[src/rtl/neo_video_pkg.sv]
// Shared constants, the delayed timing/colour bundle and the saturating line
// counter step for the video output timing block.
package neo_video_pkg;

  localparam int unsigned ACTIVE_W     = 320;
  localparam int unsigned HCNT_MAX     = 511;
  localparam int unsigned LINE_CNT_MAX = 1023;
  localparam int unsigned NTSC_LINES   = 264;
  localparam int unsigned PAL_LINES    = 312;

  // Everything that must stay aligned with the palette lookup latency.
  typedef struct packed {
    logic        hblank;
    logic        vblank;
    logic        hs;
    logic        vs;
    logic [15:0] pix;
  } vid_bundle_t;

  // Blanked, sync inactive, black.
  localparam vid_bundle_t VID_RESET = '{hblank: 1'b1, vblank: 1'b1,
                                        hs: 1'b1, vs: 1'b1, pix: 16'h0000};

  function automatic logic [9:0] line_inc(input logic [9:0] v);
    return (v == 10'(LINE_CNT_MAX)) ? v : v + 10'd1;
  endfunction

endpackage

[src/rtl/neo_video_out_timing_if.sv]
// MiSTer-facing video timing bus.
//   CE_PIXEL  pixel enable for the scaler
//   HBLANK    horizontal blank, active high
//   VBLANK    vertical blank, active high
//   HS, VS    active-low syncs
//   CSYNC     composite sync (HS XNOR VS)
//   PIX_OUT   colour, zero while blanked
// master = timing generator, slave = framework consumer.
interface neo_video_out_timing_if;

  logic        CE_PIXEL;
  logic        HBLANK;
  logic        VBLANK;
  logic        HS;
  logic        VS;
  logic        CSYNC;
  logic [15:0] PIX_OUT;

  modport master (
    output CE_PIXEL, HBLANK, VBLANK, HS, VS, CSYNC, PIX_OUT
  );

  modport slave (
    input CE_PIXEL, HBLANK, VBLANK, HS, VS, CSYNC, PIX_OUT
  );

endinterface

[src/rtl/neo_ce_delay.sv]
// Enable-gated shift register.
//   CLK, nRESETP  clock, asynchronous active-low reset
//   CE            shift enable
//   RST_VAL       value loaded into every stage on reset
//   D, Q          input, output after DEPTH enables
module neo_ce_delay #(
  parameter int unsigned WIDTH = 1,
  parameter int unsigned DEPTH = 1
) (
  input  logic             CLK,
  input  logic             nRESETP,
  input  logic             CE,
  input  logic [WIDTH-1:0] RST_VAL,
  input  logic [WIDTH-1:0] D,
  output logic [WIDTH-1:0] Q
);

  logic [WIDTH-1:0] stage [DEPTH];

  always_ff @(posedge CLK or negedge nRESETP) begin
    if (!nRESETP) begin
      for (int unsigned i = 0; i < DEPTH; i++) stage[i] <= RST_VAL;
    end else if (CE) begin
      stage[0] <= D;
      for (int unsigned i = 1; i < DEPTH; i++) stage[i] <= stage[i-1];
    end
  end

  assign Q = stage[DEPTH-1];

endmodule

[src/rtl/neo_video_out_timing.sv]
// Video output timing: turns the LSPC pixel-rate sync/blank/colour into
// delay-aligned MiSTer timing, applies the optional 304-pixel crop and
// measures lines per frame.
//   CLK, nRESETP      clock, asynchronous active-low reset
//   CLK_EN_6M         pixel enable; all sampling happens on it
//   HSYNC_IN/VSYNC_IN active-low syncs from the sync stage
//   BNK, CHBL         vertical display window, horizontal blank
//   CROP_304          1 = 304-pixel visible width
//   PIX_IN            palette colour
//   vid               timing/colour bus to the framework
//   LINES_PER_FRAME   lines in the last complete frame
//   FRAME_STABLE      last two frame counts equal and nonzero
//   FRAME_CNT         complete frames since reset (wraps)
module neo_video_out_timing
  import neo_video_pkg::*;
#(
  parameter int unsigned PIPE_DLY    = 2,
  parameter int unsigned CROP_MARGIN = 8
) (
  input  logic                  CLK,
  input  logic                  nRESETP,
  input  logic                  CLK_EN_6M,
  input  logic                  HSYNC_IN,
  input  logic                  VSYNC_IN,
  input  logic                  BNK,
  input  logic                  CHBL,
  input  logic                  CROP_304,
  input  logic [15:0]           PIX_IN,
  neo_video_out_timing_if.master vid,
  output logic [9:0]            LINES_PER_FRAME,
  output logic                  FRAME_STABLE,
  output logic [7:0]            FRAME_CNT
);

  logic        hs_prev, vs_prev, chbl_prev;
  logic [8:0]  hcnt, hcnt_nx;
  logic        crop_l, crop_nx;
  logic [9:0]  linecnt, lines_now;
  logic        seen_vs;
  logic        hfall, vfall;
  logic        hblank_raw;
  vid_bundle_t dly_in, dly_out;

  assign hfall = hs_prev & ~HSYNC_IN;
  assign vfall = vs_prev & ~VSYNC_IN;

  // Position of the pixel presented on this enable, so the first active
  // pixel after the CHBL fall is already hcnt 0 when the blank is formed.
  always_comb begin
    hcnt_nx = hcnt;
    crop_nx = crop_l;
    if (!CHBL) begin
      if (chbl_prev) begin
        hcnt_nx = '0;
        crop_nx = CROP_304;
      end else if (hcnt != 9'(HCNT_MAX)) begin
        hcnt_nx = hcnt + 9'd1;
      end
    end
  end

  assign hblank_raw = CHBL | (crop_nx & ((hcnt_nx < 9'(CROP_MARGIN)) |
                      (hcnt_nx >= 9'(ACTIVE_W - CROP_MARGIN))));

  // An HSYNC fall coinciding with the VSYNC fall counts in both frames.
  assign lines_now = hfall ? line_inc(linecnt) : linecnt;

  always_ff @(posedge CLK or negedge nRESETP) begin
    if (!nRESETP) begin
      hs_prev         <= 1'b1;
      vs_prev         <= 1'b1;
      chbl_prev       <= 1'b1;
      hcnt            <= '0;
      crop_l          <= 1'b0;
      linecnt         <= '0;
      seen_vs         <= 1'b0;
      LINES_PER_FRAME <= '0;
      FRAME_STABLE    <= 1'b0;
      FRAME_CNT       <= '0;
    end else if (CLK_EN_6M) begin
      hs_prev   <= HSYNC_IN;
      vs_prev   <= VSYNC_IN;
      chbl_prev <= CHBL;
      hcnt      <= hcnt_nx;
      crop_l    <= crop_nx;
      if (vfall) begin
        if (seen_vs) begin
          LINES_PER_FRAME <= lines_now;
          FRAME_STABLE    <= (lines_now == LINES_PER_FRAME) && (lines_now != '0);
          FRAME_CNT       <= FRAME_CNT + 8'd1;
        end
        linecnt <= hfall ? 10'd1 : 10'd0;
        seen_vs <= 1'b1;
      end else if (hfall) begin
        linecnt <= line_inc(linecnt);
      end
    end
  end

  assign dly_in = '{hblank: hblank_raw, vblank: ~BNK, hs: HSYNC_IN,
                    vs: VSYNC_IN, pix: PIX_IN};

  neo_ce_delay #(
    .WIDTH($bits(vid_bundle_t)),
    .DEPTH(PIPE_DLY)
  ) u_dly (
    .CLK     (CLK),
    .nRESETP (nRESETP),
    .CE      (CLK_EN_6M),
    .RST_VAL (VID_RESET),
    .D       (dly_in),
    .Q       (dly_out)
  );

  always_ff @(posedge CLK or negedge nRESETP) begin
    if (!nRESETP) begin
      vid.CE_PIXEL <= 1'b0;
      vid.HBLANK   <= 1'b1;
      vid.VBLANK   <= 1'b1;
      vid.HS       <= 1'b1;
      vid.VS       <= 1'b1;
      vid.CSYNC    <= 1'b1;
      vid.PIX_OUT  <= '0;
    end else begin
      vid.CE_PIXEL <= CLK_EN_6M;
      vid.HBLANK   <= dly_out.hblank;
      vid.VBLANK   <= dly_out.vblank;
      vid.HS       <= dly_out.hs;
      vid.VS       <= dly_out.vs;
      vid.CSYNC    <= ~(dly_out.hs ^ dly_out.vs);
      vid.PIX_OUT  <= (dly_out.hblank | dly_out.vblank) ? 16'h0000 : dly_out.pix;
    end
  end

endmodule

[src/flat_wrapper.sv]
// flat-port wrapper written by rule: the top's interface ports become plain ports
module neo_video_out_timing_flat import neo_video_pkg::*;
#(
  parameter int unsigned PIPE_DLY    = 2,
  parameter int unsigned CROP_MARGIN = 8
)
  (CLK, nRESETP, CLK_EN_6M, HSYNC_IN, VSYNC_IN, BNK, CHBL, CROP_304, PIX_IN, LINES_PER_FRAME, FRAME_STABLE, FRAME_CNT, vid_CE_PIXEL, vid_HBLANK, vid_VBLANK, vid_HS, vid_VS, vid_CSYNC, vid_PIX_OUT);
  neo_video_out_timing_if vid_i ();
  input  logic CLK;
  input  logic nRESETP;
  input  logic CLK_EN_6M;
  input  logic HSYNC_IN;
  input  logic VSYNC_IN;
  input  logic BNK;
  input  logic CHBL;
  input  logic CROP_304;
  input  logic [15:0] PIX_IN;
  output logic [9:0] LINES_PER_FRAME;
  output logic FRAME_STABLE;
  output logic [7:0] FRAME_CNT;
  output wire logic [$bits(vid_i.CE_PIXEL)-1:0] vid_CE_PIXEL;
  output wire logic [$bits(vid_i.HBLANK)-1:0] vid_HBLANK;
  output wire logic [$bits(vid_i.VBLANK)-1:0] vid_VBLANK;
  output wire logic [$bits(vid_i.HS)-1:0] vid_HS;
  output wire logic [$bits(vid_i.VS)-1:0] vid_VS;
  output wire logic [$bits(vid_i.CSYNC)-1:0] vid_CSYNC;
  output wire logic [$bits(vid_i.PIX_OUT)-1:0] vid_PIX_OUT;
  assign vid_CE_PIXEL = vid_i.CE_PIXEL;
  assign vid_HBLANK = vid_i.HBLANK;
  assign vid_VBLANK = vid_i.VBLANK;
  assign vid_HS = vid_i.HS;
  assign vid_VS = vid_i.VS;
  assign vid_CSYNC = vid_i.CSYNC;
  assign vid_PIX_OUT = vid_i.PIX_OUT;
  neo_video_out_timing #(.PIPE_DLY(PIPE_DLY), .CROP_MARGIN(CROP_MARGIN)) u_core (.CLK(CLK), .nRESETP(nRESETP), .CLK_EN_6M(CLK_EN_6M), .HSYNC_IN(HSYNC_IN), .VSYNC_IN(VSYNC_IN), .BNK(BNK), .CHBL(CHBL), .CROP_304(CROP_304), .PIX_IN(PIX_IN), .vid(vid_i), .LINES_PER_FRAME(LINES_PER_FRAME), .FRAME_STABLE(FRAME_STABLE), .FRAME_CNT(FRAME_CNT));
endmodule
[config.mk]
export PLATFORM = sky130hd
export DESIGN_NAME = neo_video_out_timing_flat
export DESIGN_NICKNAME = d
export VERILOG_FILES = /design/src/rtl/neo_video_pkg.sv /design/src/rtl/neo_video_out_timing_if.sv /design/src/rtl/neo_ce_delay.sv /design/src/rtl/neo_video_out_timing.sv /design/src/flat_wrapper.sv
export SDC_FILE = /design/constraint.sdc
export NUM_CORES = 1
export LEC_CHECK = 0
export CAP_MARGIN = 20
export CORE_MARGIN = 2
export CORE_UTILIZATION = 30
export DETAILED_ROUTE_END_ITERATION = 8
export MAX_ROUTING_LAYER = met4
export PLACE_DENSITY_LB_ADDON = 0.25
export SYNTH_ARGS = -nofsm -noshare
export SYNTH_HDL_FRONTEND = slang
export SYNTH_SLANG_ARGS = --single-unit
[constraint.sdc]
create_clock -name CLK -period 3.3 [get_ports CLK]
set_input_delay 0.33 -clock CLK [delete_from_list [all_inputs] [get_ports CLK]]
set_output_delay 0.33 -clock CLK [all_outputs]
set_load 0.05 [all_outputs]
**Yosys cells after proc, flatten, opt, wreduce, memory -nomap -nowiden**

Index checks and enable logic that the tools add are counted.

- Equal/unequal tests: 3
- Reduce and logical (&&, ||, !) cells: 4
- Muxes and demuxes: 10
- Magnitude comparators: 2
- Add/subtract/negate cells: 3
- Bitwise logic cells: 11
- Multipliers: 0
- Div/mod/pow operators: 0
- Shift-type cells: 0

Operators by type and width:

| kind | count |
|---|---|
| $mux 10 | 3 |
| $mux 9 | 3 |
| $mux 16 | 1 |
| $add 10x1->10 const B | 1 |
| $eq 10x10->1 | 1 |
| $eq 10x10->1 const B | 1 |
| $reduce_bool 10->1 | 1 |
| $add 9x1->9 const B | 1 |
| $ge 9x9->1 const B | 1 |
| $lt 9x4->1 const B | 1 |
| $ne 9x9->1 const B | 1 |
| $add 8x1->8 const B | 1 |
| $not 1->1 | 4 |
| $and 1x1->1 | 3 |
| $mux 1 | 3 |
| $or 1x1->1 | 3 |
| $reduce_and 3->1 | 1 |
| $reduce_and 2->1 | 1 |
| $logic_and 1x1->1 | 1 |
| $xor 1x1->1 | 1 |

- Bits of input ports: 24
- Bits in latches: 0
- RAM bits: 0
- Memory bits (read-only): 0
- Flip-flop bits (word level): 105
- Memories: 0

**Depth between registers and ports, before layout**

Gate-level depths: netlist of run 1.

- Depth after elaboration: 8
- Gate-level depth with buffers: 9

**Worst setup path after synthesis of run 1**

Ideal clock, no wire load.

- Path kind: reg-to-reg
- From: register u_core.linecnt[0]
- To: register u_core.FRAME_STABLE
- Buffers on the path: 1
- Data required time: 3.205 ns
- Arrival: 2.006 ns
- Clock period less this slack: 2.101 ns
- Cell stages (with the launch flop): 9
- Setup time: 0.095 ns
- Setup slack: 1.199 ns
- Cells stage by stage: dfrtp_1 > ha_1 > buf_2 > and3_4 > a2111oi_4 > xnor2_1 > a2111oi_2 > nand4_1 > o31ai_1

- Word-level cells in the longest chain between the ends: 5

RTL lines:

| item | RTL line | source |
|---|---|---|
| start, declared | neo_video_out_timing.sv:38 | `logic [9:0] linecnt, lines_now;` |
| start signal, assigned | neo_video_out_timing.sv:92 | `linecnt <= hfall ? 10'd1 : 10'd0;` |
| start signal, assigned | neo_video_out_timing.sv:95 | `linecnt <= line_inc(linecnt);` |
| $add 10x1->10 / $eq 10x10->1 (equally long branches) | neo_video_pkg.sv:25 | `return (v == 10'(LINE_CNT_MAX)) ? v : v + 10'd1;` |
| $mux 10 | n/a |  |
| $mux 10 * | n/a |  |
| $eq 10x10->1 / $reduce_bool 10->1 (equally long branches) | neo_video_out_timing.sv:89 | `FRAME_STABLE <= (lines_now == LINES_PER_FRAME) && (lines_now != '0);` |
| $logic_and 1x1->1 * | neo_video_out_timing.sv:89 |  |
| end signal, assigned | neo_video_out_timing.sv:89 |  |
| end, declared | neo_video_out_timing.sv:31 | `output logic FRAME_STABLE,` |

Every way passes the cells marked *; elsewhere a longest branch is shown, timed or not.
A chain may end at the register's enable or synchronous reset.

**Worst setup path in the final report of run 1**

Ends and elaborated chain as after synthesis.

==> results.yml, run 1 <==
drt:
  vias_per_cell: 4.86
  firstDrtPassIters: 4
  ant_nets: 0
  wire_per_inst_um: 15.3
  drtIter0Drc: 211
  drcViolationCount: 0
  num_vias: 3442
  routed_wl_mm: 10.8
cts:
  htree_num_levels: 3
  cts_made_buffers: 9
  clock_latency_ns: 0.35
  clockBufferDepth: 2
  cts-root-buf: "clkbuf_16"
  path_clk_slew_ns: 0.07
  cts_resized: 0
  clock-sinks: 103
  cts_tree: "built"
layout:
  final_common_cell: "dfrtp_1"
  mostFrequentLayoutCells: "dfrtp_1 (89), clkdlybuf4s50_1 (62), nand2_1 (40)"
  drive_gt1_share_pct: 17.7
  diodes: 0
  finalInstanceArea_mm2: 0.00597
  syn2layout_area_growth_pct: 24.6
  final_nets: 514
  final_util_pct: 37.9
hold_path:
  hold_path_class: "in -> reg"
  hold_start: "CLK_EN_6M"
timing:
  tightest_slew_ns: 0.585
  finalCritPeriodShare_pct: 74.3
  maxSlewHeadroom_pct: 60.9
  setup-violations-final: 0
  period_minus_slack_ns: 2.45
  finalHoldViolCount: 0
  fmax_ghz: 0.408
  clock_skew_ns: 0.00895
  fin_hold_ws_ns: 0.291
  drv_slew: 0
  setup_slack_ns: 0.847
  rsz0062_at_grt: "false"
  tns_ns: 0
placement:
  pre_cts_ws_ns: 0.776
  hpwl_mm: 7.54
  dpl-instance-area_mm2: 0.00563
  portBuffers: 64
  gp_congestion: 0.887
global_routing:
  antenna_found_initial: 0
  overflow: 0
  grt_usage_pct: 14.0
  grt_pass1_vias: 3560
  grt_pass1_wl_mm: 17.9
  grt_max_degree: 80
setup_path:
  worst-endpoint-required_ns: 3.55
  reg2reg_to: "u_core.FRAME_STABLE"
  rrSetupSlack_ns: 0.85
  crit_fanout: 10
  path_class: "reg -> reg"
  reg2reg_depth: 7
  r2r_start: "u_core.linecnt[0]"
  crit_path_start: "u_core.linecnt[0]"
  start_kind: "register"
  endpoint_kind: "register"
  critical_path_arrival_ns: 2.71
  cp-endpoint: "u_core.FRAME_STABLE"
yosys:
  ys_types: 59
  async_reset_ff_share_pct: 100
  synthCells: 428
  syn_area_mm2: 0.00479
  yosysWarnings: 0
  avgSynthCellArea_um2: 11.2
  syn_nets: 455
  synth_ff_type: "dfrtp_1"
  synth.ff_latch_count: 103
  synth-seq-area-share_pct: 54.2
  synth_edf_count: 0
power:
  vdd_drop_max_uv: 325
  leakage_nw: 2.37
  power.density_mw_per_mm2: 589
run_status:
  outcome: "finished, final reports clean"
floorplan:
  start_util_pct: 30.4
  fp.dieH_um: 130
  rows: 46
  die_area_mm2: 0.0170
  coreArea_mm2: 0.0158
  io_pins: 65
  fp.dieW_um: 130
flow_run:
  maxCapViolCount: 0
==> area by class of cell <==
class                      instances  area, um^2
clock buffer                      10         239
clock inverter                     6        62.6
fill                            1573        9800
inverter                          10        37.5
multi-input combinational        289        2040
sequential                       103        2590
tap                              216         270
timing repair buffer              74         731
==> power by group <==
part	leakage [nW]	internal, mW	total [mW]	switching (mW)
Clock	0.148	0.553	1.07	0.514
Combinational	0.948	0.342	0.864	0.523
Sequential	1.28	1.45	1.58	0.137
Total	2.37	2.34	3.52	1.17
==> synthesized netlist by cell type, types with 3 or more instances <==
cell       n  share of area [%]
a21oi_1   11                1.1
a22o_1     3               0.55
a31oi_1    5               0.65
a32o_1     3               0.63
a41oi_1    3               0.55
and2_1    17                2.2
and3_1     6               0.78
buf_2      3               0.31
clkbuf_1  17                1.3
dfrtp_1   89                 46
dfstp_2   14                7.7
ha_1       3               0.78
inv_1     10               0.78
mux2_2    39                9.2
mux2i_1    3               0.63
nand2_1   40                3.1
nand3_1   13                1.4
nand3b_1   3               0.47
nand4_1   10                1.3
nor2_1    18                1.4
nor2b_1    4               0.52
nor3_1     8               0.84
nor4_1     3               0.39
o21ai_0   26                2.7
xnor2_1   23                4.2
xor2_1     6                1.1
==> cell families (layout without fill, tap and decap cells) <==
group                      after synthesis  after routing  synth area share [%]
DFF                                    103            103                  54.2
buffers and inverters                   36            100                  3.34
and+or+nand+nor                        134            134                  14.7
xor gates and xnor gates                29             29                  5.30
adders and majority gates                3              3                 0.783
muxes                                   42             42                  9.79
AOI/OAI and AO/OA                       81             81                  11.9
==> worst min-delay path by stage <==
stage	to	cells past startpoint	slack (ns)
finish	u_core.seen_vs	2	0.29
global route	u_core.seen_vs	2	0.31
CTS	u_core.LINES_PER_FRAME[0]	1	0.19
detailed placement	u_core.vid.HBLANK	0	0.37
global placement	u_core.vid.VBLANK	0	0.36
floorplan	u_core.FRAME_CNT[0]	0	0.03
==> flip-flops by register name (all words and copies together) (netlist names), 8 cells and up <==
name,cells
u_core.FRAME_CNT,8
u_core.LINES_PER_FRAME,10
u_core.hcnt,9
u_core.linecnt,10
u_core.u_dly.Q,20
u_core.u_dly.stage,20
u_core.vid.PIX_OUT,16
==> critical path, stage by stage (launching register included) <==
cell,delay [ns]
dfrtp_1,0.49
ha_1,0.37
and3_4,0.26
a2111oi_4,0.41
xnor2_1,0.15
a2111oi_2,0.33
nand4_1,0.14
o31ai_1,0.20
==> metrics by stage <==
stage          total power, mW  instances
6_report                  3.52        708
5_1_grt                   3.71        708
4_1_cts                   3.57        705
3_5_place_dp              2.48        689
3_3_place_gp              2.47        689
2_1_floorplan             2.16        428
==> metal layers <==
metal,GRT usage (%),vias to the layer above,routed length (um)
met5,-,-,0
met4,4.57,0,229
met3,4.32,10,438
met2,22.9,79,5220
met1,16.6,1699,4940
li1,-,1654,-
==> repair_timing <==
item | CTS | global route
hold buffers | 0 | 1
endpoints found under the hold margin | 0 | 23
buffers inserted | 0 | 0
Power figures use the tool's default switching activity.
==> run 2: changes to the inputs <==
==> constraint.sdc (replaced) <==
create_clock -name CLK -period 2.5 [get_ports CLK]
set_input_delay 0.25 -clock CLK [delete_from_list [all_inputs] [get_ports CLK]]
set_output_delay 0.25 -clock CLK [all_outputs]
set_load 0.05 [all_outputs]
==> run 2 against run 1 <==
  * Worst setup slack worse by 0.64 ns
  * Maximum frequency is 7.0% higher
  * Critical path depth unchanged
  * Core utilization up 0.36 points
  * First-iteration DRC count up 41%
  * Non-clock buffer count grew 8
  * Die area unchanged
  * Register-to-register slack got worse by 0.64 ns
  * Cell count rose by 1.1%
  * Hold slack gained 0.020 ns
  * Final area increased by 0.94%
  * Combinational power rose by 34%
  * Critical endpoint unchanged
  * Largest cell class unchanged
==> results.yml, run 2 (synthesis gave the netlist of run 1 again) <==
placement:
  gp_congestion: 0.857
  pre_cts_ws_ns: 0.100
  hpwl_mm: 7.64
  dpl-instance-area_mm2: 0.00571
  portBuffers: 64
  dp_cells: 699
drt:
  wire_per_inst_um: 15.0
  vias_per_cell: 4.94
  firstDrtPassIters: 4
  num_vias: 3537
  routed_wl_mm: 10.8
  drcViolationCount: 0
  ant_nets: 0
  drtIter0Drc: 298
timing:
  setup_slack_ns: 0.206
  clock_skew_ns: 0.0105
  tns_ns: 0
  tightest_slew_ns: 0.603
  drv_slew: 0
  fin_hold_ws_ns: 0.311
  setup-violations-final: 0
  finalHoldViolCount: 0
  rsz0062_at_grt: "false"
  finalCritPeriodShare_pct: 91.7
  maxSlewHeadroom_pct: 59.8
  fmax_ghz: 0.436
  period_minus_slack_ns: 2.29
setup_path:
  path_class: "reg -> reg"
  crit_fanout: 9
  worst-endpoint-required_ns: 2.76
  critical_path_arrival_ns: 2.56
  rrSetupSlack_ns: 0.21
  crit_path_start: "u_core.linecnt[0]"
  reg2reg_to: "u_core.FRAME_STABLE"
  endpoint_kind: "register"
  r2r_start: "u_core.linecnt[0]"
  reg2reg_depth: 7
  start_kind: "register"
floorplan:
  start_util_pct: 30.4
  coreArea_mm2: 0.0158
  fp.dieW_um: 130
  die_area_mm2: 0.0170
  rows: 46
  io_pins: 65
  fp.dieH_um: 130
layout:
  diodes: 0
  drive_gt1_share_pct: 19.0
  final_nets: 522
  finalInstanceArea_mm2: 0.00603
  final_cells: 716
  final_common_cell: "dfrtp_1"
  syn2layout_area_growth_pct: 25.8
  mostFrequentLayoutCells: "dfrtp_1 (89), clkdlybuf4s50_1 (62), nand2_1 (40)"
power:
  power.density_mw_per_mm2: 775
  vdd_drop_max_uv: 349
  leakage_nw: 2.41
cts:
  cts-root-buf: "clkbuf_16"
  cts_made_buffers: 9
  htree_num_levels: 3
  cts_tree: "built"
  clock_latency_ns: 0.35
  clockBufferDepth: 2
  postCtsSetupRepairBufs: 0
  clock-sinks: 103
  path_clk_slew_ns: 0.08
global_routing:
  grt_max_degree: 60
  overflow: 0
  antenna_found_initial: 0
  grt_pass1_wl_mm: 18.3
  grt_pass1_vias: 3524
  grt_usage_pct: 14.3
hold_path:
  hold_depth: 3
  hold_path_class: "in -> reg"
  hold_start: "CLK_EN_6M"
  min_to: "u_core.linecnt[5]"
flow_run:
  maxCapViolCount: 0
run_status:
  outcome: "finished, final reports clean"
## run 2: critical path, stage by stage, from the launching register on
cell and delay (ns):
dfrtp_1 0.38, ha_1 0.31, and3_4 0.25, a2111oi_4 0.43
xnor2_1 0.16, a2111oi_2 0.34, nand4_1 0.13, o31ai_1 0.21
## run 2: worst max-delay path by stage
stage	to	slack (ns)	cells after the start
3_5_place_dp	u_core.FRAME_STABLE	0.1	7
6_report	u_core.FRAME_STABLE	0.21	7
5_1_grt	u_core.FRAME_STABLE	0.02	7
4_1_cts	u_core.FRAME_STABLE	0.22	7
3_3_place_gp	u_core.FRAME_STABLE	0.08	7
2_1_floorplan	u_core.FRAME_STABLE	0.40	8
## run 2: layer usage
layer  track usage [%]  wire length, um  vias up
li1                  -                -     1664
met1              17.6             4800     1773
met2              23.2             5280       89
met3              3.91              509       11
met4              4.51              167        0
met5                 -                0        -
## run 2: power breakdown
part | leakage, nW | internal (mW) | switching, mW
Sequential | 1.28 | 1.91 | 0.172
Clock | 0.146 | 0.715 | 0.711
Combinational | 0.986 | 0.460 | 0.703
Total | 2.41 | 3.08 | 1.59
## run 2: layout make-up
cell class,instances,area (um^2)
clock inverters,7,80.1
inverters,10,37.5
well taps,216,270
fillers,1563,9740
multi-input cells,289,2040
flip-flops and latches,103,2590
repair buffers,82,783
clock buffers,9,225
## run 2: timing repair
item | CTS | global route
hold endpoints to repair | 34 | 0
resized for setup | 0 | 0
hold buffers | 1 | 0
## run 2: through the flow
step,power [mW],util [%]
floorplan,2.85,-
global placement,3.27,36.2
detailed placement,3.29,36.2
CTS,4.76,38.2
global route,4.94,38.2
finish,4.67,38.2
